**src/rtl/abr_pkg.sv**
```systemverilog
// Shared types and parameter derivations for the UART auto-baud detector.
package abr_pkg;

  typedef enum logic [2:0] {
    ST_IDLE,
    ST_WAIT_HI,
    ST_WAIT_FE,
    ST_MEASURE,
    ST_DONE,
    ST_ERR
  } abr_state_e;

  // Bit times covered by the measurement: each falling-edge interval of 0x55 spans two bits.
  function automatic int abr_bits(input int edges);
    return 2 * edges;
  endfunction

  function automatic int abr_shift(input int edges);
    return $clog2(2 * edges);
  endfunction

  function automatic int abr_brg_w(input int cnt_w, input int edges);
    return cnt_w - $clog2(2 * edges);
  endfunction

endpackage

```
**src/rtl/abr_rx_sync.sv**
```systemverilog
// Two-flop synchroniser for the UART receive line plus falling-edge detect.
module abr_rx_sync (
  input  logic clk,
  input  logic rst_n,
  input  logic rx_i,
  output logic rx_s_o,
  output logic fe_o
);

  logic meta_q;
  logic rx_s_q;
  logic rx_dly_q;

  // NOTE: sequential state uses non-blocking assignments so every flop samples pre-edge values.
  always_ff @(posedge clk or negedge rst_n) begin
    if (!rst_n) begin
      meta_q   <= 1'b1;
      rx_s_q   <= 1'b1;
      rx_dly_q <= 1'b1;
    end else begin
      meta_q   <= rx_i;
      rx_s_q   <= meta_q;
      rx_dly_q <= rx_s_q;
    end
  end

  assign rx_s_o = rx_s_q;
  assign fe_o   = rx_dly_q & ~rx_s_q;

endmodule

```
**src/rtl/abr_detector.sv**
```systemverilog
// UART auto-baud detector: times the 0x55 sync character and loads the divided result.
// Build option ABR_ROUND_EN selects round-to-nearest division instead of truncation.
module abr_detector
  import abr_pkg::*;
#(
  parameter int CNT_W = 16,
  parameter int EDGES = 4
) (
  input  logic                                clk,
  input  logic                                rst_n,
  input  logic                                abaud_set,
  input  logic                                abaud_clr,
  input  logic                                rx,
  output logic                                abaud,
  output logic [abr_brg_w(CNT_W, EDGES)-1:0]  brg,
  output logic                                brg_vld,
  output logic                                rxif,
  output logic                                abr_err
);

  localparam int BITS  = abr_bits(EDGES);
  localparam int SHIFT = abr_shift(EDGES);
  localparam int BRG_W = abr_brg_w(CNT_W, EDGES);
  localparam logic [3:0]     EDGE_LAST = 4'(EDGES - 1);
  localparam logic [CNT_W:0] HALF      = (CNT_W + 1)'(BITS / 2);

  abr_state_e        state_q, state_d;
  logic [CNT_W-1:0]  cnt_q, cnt_d;
  logic [3:0]        edge_q, edge_d;
  logic [BRG_W-1:0]  brg_q, brg_d;
  logic              brg_vld_q, brg_vld_d;
  logic              abr_err_q, abr_err_d;

  logic              rx_s;
  logic              fe;
  logic              last_fe;
  logic [CNT_W:0]    period;
  logic [CNT_W:0]    dividend;
  logic [CNT_W:0]    quot;
  logic [BRG_W-1:0]  brg_new;

  abr_rx_sync u_sync (
    .clk    (clk),
    .rst_n  (rst_n),
    .rx_i   (rx),
    .rx_s_o (rx_s),
    .fe_o   (fe)
  );

  // Divider works one bit wider than the counter so the +1 and rounding cannot wrap.
  assign period = {1'b0, cnt_q} + 1'b1;
`ifdef ABR_ROUND_EN
  assign dividend = period + HALF;
`else
  assign dividend = period;
`endif
  assign quot    = dividend >> SHIFT;
  assign brg_new = (|(quot >> BRG_W)) ? {BRG_W{1'b1}} : quot[BRG_W-1:0];
  assign last_fe = fe && (edge_q == EDGE_LAST);

  // NOTE: every next-state signal gets a default before the case so no latch is inferred.
  always_comb begin
    state_d   = state_q;
    cnt_d     = cnt_q;
    edge_d    = edge_q;
    brg_d     = brg_q;
    brg_vld_d = brg_vld_q;
    abr_err_d = abr_err_q;
    case (state_q)
      ST_IDLE: begin
        if (abaud_set && !abaud_clr) begin
          state_d   = ST_WAIT_HI;
          abr_err_d = 1'b0;
        end
      end
      ST_WAIT_HI: if (rx_s) state_d = ST_WAIT_FE;
      ST_WAIT_FE: begin
        if (fe) begin
          cnt_d   = '0;
          edge_d  = '0;
          state_d = ST_MEASURE;
        end
      end
      ST_MEASURE: begin
        cnt_d = cnt_q + 1'b1;
        if (fe) edge_d = edge_q + 1'b1;
        if (last_fe) begin
          brg_d     = brg_new;
          brg_vld_d = 1'b1;
          state_d   = ST_DONE;
        end else if (&cnt_q) begin
          state_d = ST_ERR;
        end
      end
      ST_DONE: state_d = ST_IDLE;
      ST_ERR: begin
        abr_err_d = 1'b1;
        state_d   = ST_IDLE;
      end
      default: state_d = ST_IDLE;
    endcase
    // Abort discards any result that would have been committed this cycle.
    if (abaud_clr && state_q != ST_IDLE) begin
      state_d   = ST_IDLE;
      brg_d     = brg_q;
      brg_vld_d = brg_vld_q;
      abr_err_d = abr_err_q;
    end
  end

  always_ff @(posedge clk or negedge rst_n) begin
    if (!rst_n) begin
      state_q   <= ST_IDLE;
      cnt_q     <= '0;
      edge_q    <= '0;
      brg_q     <= '0;
      brg_vld_q <= 1'b0;
      abr_err_q <= 1'b0;
    end else begin
      state_q   <= state_d;
      cnt_q     <= cnt_d;
      edge_q    <= edge_d;
      brg_q     <= brg_d;
      brg_vld_q <= brg_vld_d;
      abr_err_q <= abr_err_d;
    end
  end

  assign abaud   = (state_q != ST_IDLE);
  assign rxif    = (state_q == ST_DONE);
  assign brg     = brg_q;
  assign brg_vld = brg_vld_q;
  assign abr_err = abr_err_q;

endmodule

```
**config.mk**
```make
export PLATFORM = sky130hd
export DESIGN_NAME = abr_detector
export DESIGN_NICKNAME = d
export VERILOG_FILES = /design/src/rtl/abr_pkg.sv /design/src/rtl/abr_rx_sync.sv /design/src/rtl/abr_detector.sv
export SDC_FILE = /design/constraint.sdc
export NUM_CORES = 1
export LEC_CHECK = 0
export ABC_CLOCK_PERIOD_IN_PS = 4500
export BUFFER_PORTS_ARGS = -buffer_cell sky130_fd_sc_hd__buf_2
export CAP_MARGIN = 20
export CORE_ASPECT_RATIO = 0.5
export CORE_UTILIZATION = 40
export CTS_CLUSTER_SIZE = 12
export DETAILED_ROUTE_END_ITERATION = 10
export PLACE_DENSITY_LB_ADDON = 0.15
export SETUP_SLACK_MARGIN = 0.05
export SYNTH_ARGS = -nofsm -noshare
export SYNTH_HDL_FRONTEND = slang
export SYNTH_SLANG_ARGS = --single-unit
```
**constraint.sdc**
```tcl
create_clock -name clk -period 4.5 [get_ports clk]
set_input_delay 0.675 -clock clk [delete_from_list [all_inputs] [get_ports clk]]
set_output_delay 0.675 -clock clk [all_outputs]
set_load 0.02 [all_outputs]
```
Yosys cells after proc, flatten, opt, wreduce, memory -nomap -nowiden
Index checks and enable logic that the tools add are counted.
{"block": "classes", "bitwise_logic": 3, "mux": 15, "addsub": 3, "n_reduce_logical": 14, "n_eq_ne": 13}
{"cell": "case mux 16 bit (2 select lines)", "count": 1}
{"cell": "two-way mux 3 bit", "count": 6}
{"cell": "adder 16 x 1 -> 17 bit (second input constant)", "count": 1}
{"cell": "adder 16 x 1 -> 16 bit (second input constant)", "count": 1}
{"cell": "two-way mux 16 bit", "count": 1}
{"cell": "AND reduction 16 bit", "count": 1}
{"cell": "two-way mux 13 bit", "count": 1}
{"cell": "case mux 3 bit (4 select lines)", "count": 1}
{"cell": "AND reduction 3 bit", "count": 3}
{"cell": "two-way mux 4 bit", "count": 2}
{"cell": "case mux 4 bit (2 select lines)", "count": 1}
{"cell": "equality test 3 x 2 -> 1 bit (second input constant)", "count": 2}
{"cell": "equality test 3 bit (second input constant)", "count": 2}
{"cell": "!= test 2 bit (second input constant)", "count": 3}
{"cell": "!= test 3 bit (second input constant)", "count": 2}
{"cell": "adder 4 x 1 -> 4 bit (second input constant)", "count": 1}
{"cell": "equality test 4 x 2 -> 1 bit (second input constant)", "count": 1}
{"cell": "!= test 4 bit (second input constant)", "count": 1}
{"cell": "AND reduction 4 bit", "count": 1}
{"cell": "nonzero test 2 bit", "count": 2}
{"cell": "equality test 3 x 1 -> 1 bit (second input constant)", "count": 1}
{"cell": "logical AND 1 bit", "count": 3}
{"cell": "zero test 3 bit", "count": 1}
{"cell": "!= test 3 x 2 -> 1 bit (second input constant)", "count": 1}
{"cell": "7 further kinds", "count": 8}
{"block": "totals", "out_inout_bits": 17, "in_bits": 5, "elab_cells": 57, "reg_bits": 41}

Logic depth before layout (Yosys ltp)
{"block": "depth", "ltp_word": 6, "depth_mapped": 8}

By module
A second synthesis with hierarchy kept.
{"block": "hier_totals", "cells_unflattened": 216, "area_unflattened_um2": 2069.5}
{"mod": "abr_detector", "seq_area_each_um2": 950.9, "n_inst": 1, "area_each_um2": 1976.9, "cells_each": 212}
{"mod": "abr_rx_sync", "seq_area_each_um2": 78.8, "n_inst": 1, "area_each_um2": 92.6, "cells_each": 4}

Worst setup path before layout
OpenSTA, ideal clock, no wires.
{"block": "synth_path", "kind": "flip-flop to output port", "startpoint": "reg state_q[0]", "endpoint": "out rxif", "path_buffers": 1, "path_slack_ns": 2.684, "required_ns": 3.825, "t_arrival_ns": 1.141, "path_stages_with_launch": 4, "cell_sequence": "dfrtp_1 -> buf_2 -> or2_2 -> nor2_1"}
{"block": "synth_between", "elab_chain_cells": 1}
{"item": "start, declared", "line": "abr_detector.sv:27", "rtl": "abr_state_e state_q, state_d;"}
{"item": "start signal, assigned", "line": "abr_detector.sv:120", "rtl": "state_q <= state_d;"}
{"item": "equality test 3 bit", "line": "abr_detector.sv:130", "rtl": "assign rxif = (state_q == ST_DONE);"}
{"item": "end, declared", "line": "abr_detector.sv:17", "rtl": "output logic rxif,"}
Every way passes these cells.

Worst setup path in the final report
{"block": "layout_path", "startpoint": "reg cnt_q[0]", "endpoint": "reg brg_q[3], in the netlist brg[3]"}
{"block": "layout_between", "elab_chain_cells": 2}
{"item": "start, declared", "line": "abr_detector.sv:28", "rtl": "logic [CNT_W-1:0] cnt_q, cnt_d;"}
{"item": "start signal, assigned", "line": "abr_detector.sv:121", "rtl": "cnt_q <= cnt_d;"}
{"item": "adder 16 x 1 -> 17 bit", "line": "abr_detector.sv:51", "rtl": "assign period = {1'b0, cnt_q} + 1'b1;"}
{"item": "two-way mux 13 bit", "line": "abr_detector.sv:58", "rtl": "assign brg_new = (|(quot >> BRG_W)) ? {BRG_W{1'b1}} : quot[BRG_W-1:0];"}
{"item": "end signal, assigned", "line": "abr_detector.sv:123", "rtl": "brg_q <= brg_d;"}
{"item": "end, declared", "line": "abr_detector.sv:30", "rtl": "logic [BRG_W-1:0] brg_q, brg_d;"}
Every way passes these cells.
A chain may end at the register's enable or synchronous reset.

==> results.yml <==
logic_synthesis:
  synthArstFlopShare_pct: 100
  synth_area_leader_cell: "dfrtp_1"
  ys.warnings.count: 0
  muxShareOfSynthArea_pct: 1.01
  synth_top_area_share_pct: 42.6
  synth_fp_nets: 225
  ys_seq_area_share_pct: 46.2
  synth_edf_count: 0
  yosys-top-cells-area: "dfrtp_1 43%, a31oi_2 4.5%, o21ai_0 4.3%"
  yosys_most_used_dff: "dfrtp_1"
  syn-cell-area_um2: 2230
  synth-compound-area-share_pct: 20.1
  synth_top_family_by_area: "simple AND/OR/NAND/NOR gates"
  synth_fa_ha_area_share_pct: 1.12
  synth_simple_gate_area_share_pct: 22.5
  synthXorXnorAreaFrac_pct: 4.32
  synthCells: 218
  synth.avg_cell_area_um2: 10.2
  ys_seq_elements: 41
  ys_types: 53
timing:
  fin_ws_ns: 2.37
  finClkSkew_ns: 0.00603
  rsz0062_at_grt: "false"
  drv_slew: 0
  min_period_over_period_pct: 47.4
  max_slew_margin_pct: 35.6
  timing.fmax_mhz: 469
  period_minus_slack_ns: 2.13
  fin_setup_tns_ns: 0
  finalHoldViolCount: 0
  setup_viol: 0
  worst_slew_pin_slew_ns: 0.962
routing:
  wl_um: 4380
  dr_total_vias: 1616
  drtPass1Iterations: 4
  drt-initial-drc-count: 89
  wl_per_cell_um: 14.4
  ant_nets: 0
  viasPerCell: 5.30
  drc: 0
pwr:
  p_leak_uw: 0.00104
  switching_share_pct: 36.6
  vdd_drop_max_v: 0.000164
  combPwrFrac_pct: 29.0
  p_clk_share_pct: 24.0
  pwr-share-seq_pct: 47.0
  p_switching_uw: 383
  power_density_nw_per_um2: 431
  power.internal_uw: 662
die:
  num_rows: 18
  start_util_pct: 43.4
  die_x_um: 108
  die_h_um: 54.8
  core-area_um2: 5130
  die_area_um2: 5900
  top_level_ports: 22
cts:
  clk_latency_ns: 0.29
  htreeDepth: 2
  cts-resized-gates: 0
  cts_tree: "done"
  cts_sinks: 41
  cts_made_buffers: 5
  cts_hold_buf: 0
  clockBufferDepth: 2
  cts-root-buf: "clkbuf_8"
  clkTransAtPathRegs_ns: 0.08
  post_cts_buffers: 0
placement:
  place_congestion: 0.708
  hpwl_um: 2900
  place_ws_ns: 2.36
  port_buffers: 21
  dpl-instance-area_um2: 2330
setup_path:
  r2r_cells: 6
  rr_startpoint: "cnt_q[0]"
  critPathSlowestCell: "nand3_1"
  path_max_fanout: 15
  r2r_slack_ns: 2.37
  setup.worst_path.class: "reg2reg"
  cpLargestDelayFamily: "simple AND/OR/NAND/NOR gates"
  start_kind: "register"
  worstPathArrival_ns: 2.37
  crit_buf_inv: 0
  critPathCaptureType: "register"
  critPathMaxStageDelay_ns: 0.57
  required_ns: 4.74
  reg2reg_to: "brg[3]"
  cp_cell_sequence: "ha_1, nand3_4, nor2_4, nand3_1, o211ai_1, o21a_1"
worst_hold_path:
  hp-class: "reg2reg"
  holdPathEnd: "u_sync.rx_s_o"
  hold_path_depth: 0
  hold_start: "u_sync.meta_q"
finish:
  design_area_um2: 2420
  layout_common_cells: "38 x dfrtp_1, 21 x buf_2, 19 x nor2_1, 19 x nand2_1, 19 x o21ai_0"
  final_common_cell: "dfrtp_1"
  num-nets-final: 241
  n_antenna_cell: 0
  synthToLayoutAreaGrowth_pct: 8.58
  drive_above_1_share_pct: 26.8
global_routing:
  grt_usage_pct: 17.1
  grt_max_degree: 42
  antenna_found_initial: 0
  grt_pass1_wl_um: 7500
  grt_pass1_vias: 1499
  overflow: 0
status:
  status: "finished clean"
run:
  max_cap_viol_count: 0
## worst max-delay path by stage
stage | start | endpoint | slack [ns] | cells past startpoint
5_1_grt | state_q[2] | cnt_q[15] | 2.10 | 5
4_1_cts | cnt_q[0] | brg[3] | 2.34 | 6
3_5_place_dp | cnt_q[0] | brg[3] | 2.36 | 6
3_3_place_gp | cnt_q[0] | state_q[1] | 2.40 | 6
6_report | cnt_q[0] | brg[3] | 2.37 | 6
2_1_floorplan | state_q[0] | rxif | 2.68 | 3
## stage by stage
stage / total power (uW) / util, % / hold WS (ns) / std cells
floorplan: 729 / - / 0.345 / 218
global placement: 794 / 45.4 / 0.346 / 297
detailed placement: 801 / 45.4 / 0.347 / 297
CTS: 1060 / 47.2 / 0.359 / 305
global route: 1130 / 47.2 / 0.361 / 305
finish: 1040 / 47.2 / 0.357 / 305
## state kept, by name, indices dropped and copies added, names as in the netlist
| signal | cells |
|---|---|
| abr_err | 1 |
| edge_q | 4 |
| cnt_q | 16 |
| u_sync.rx_s_o | 1 |
| state_q | 3 |
| u_sync.rx_dly_q | 1 |
| brg | 13 |
| u_sync.meta_q | 1 |
| brg_vld | 1 |
## power by group through the flow
stage | Combinational (uW) | Sequential (uW) | Clock (uW)
finish | 303 | 491 | 250
global route | 348 | 503 | 274
CTS | 304 | 491 | 261
detailed placement | 303 | 498 | 0
global placement | 298 | 495 | 0
floorplan | 244 | 485 | 0
## cells in the mapped netlist, drive strengths merged (2+ instances only)
library cell	instances
a21o	2
a21oi	8
a22o	3
a31oi	13
and2	2
buf	12
dfrtp	38
dfstp	3
ha	2
inv	4
mux2	2
nand2	19
nand2b	2
nand3	13
nand4	2
nor2	30
nor2b	3
nor3	5
o211ai	2
o21ai	19
o22ai	2
o31ai	7
or2	2
xnor2	6
xor2	5
## cell families (layout without fill, tap and decap cells)
family | count (synthesis) | after routing
AO/OA/AOI/OAI | 63 | 63
XOR/XNOR | 11 | 11
adder cells (fa/ha/maj) | 2 | 2
buffers and inverters | 16 | 33
flip-flops | 41 | 41
multiplexers | 2 | 2
AND/OR/NAND/NOR | 83 | 83
## metal layers
| metal | share of wire [%] | GRT usage [%] | up-vias | wire length (um) |
|---|---|---|---|---|
| met4 | 1.2 | 6.85 | 0 | 51 |
| met1 | 54 | 23.7 | 777 | 2380 |
| met5 | 0 | 0 | - | 0 |
| li1 | - | - | 815 | - |
| met3 | 3.4 | 4.17 | 5 | 151 |
| met2 | 41 | 26.2 | 19 | 1790 |
## area by class of cell
type,count,area [um2]
inverters,4,15.0
repair buffers,21,105
well taps,70,87.6
clock buffers,8,90.1
multi-input cells,161,1090
flip-flops and latches,41,1030
fillers,479,2710
Power figures use the tool's default switching activity.
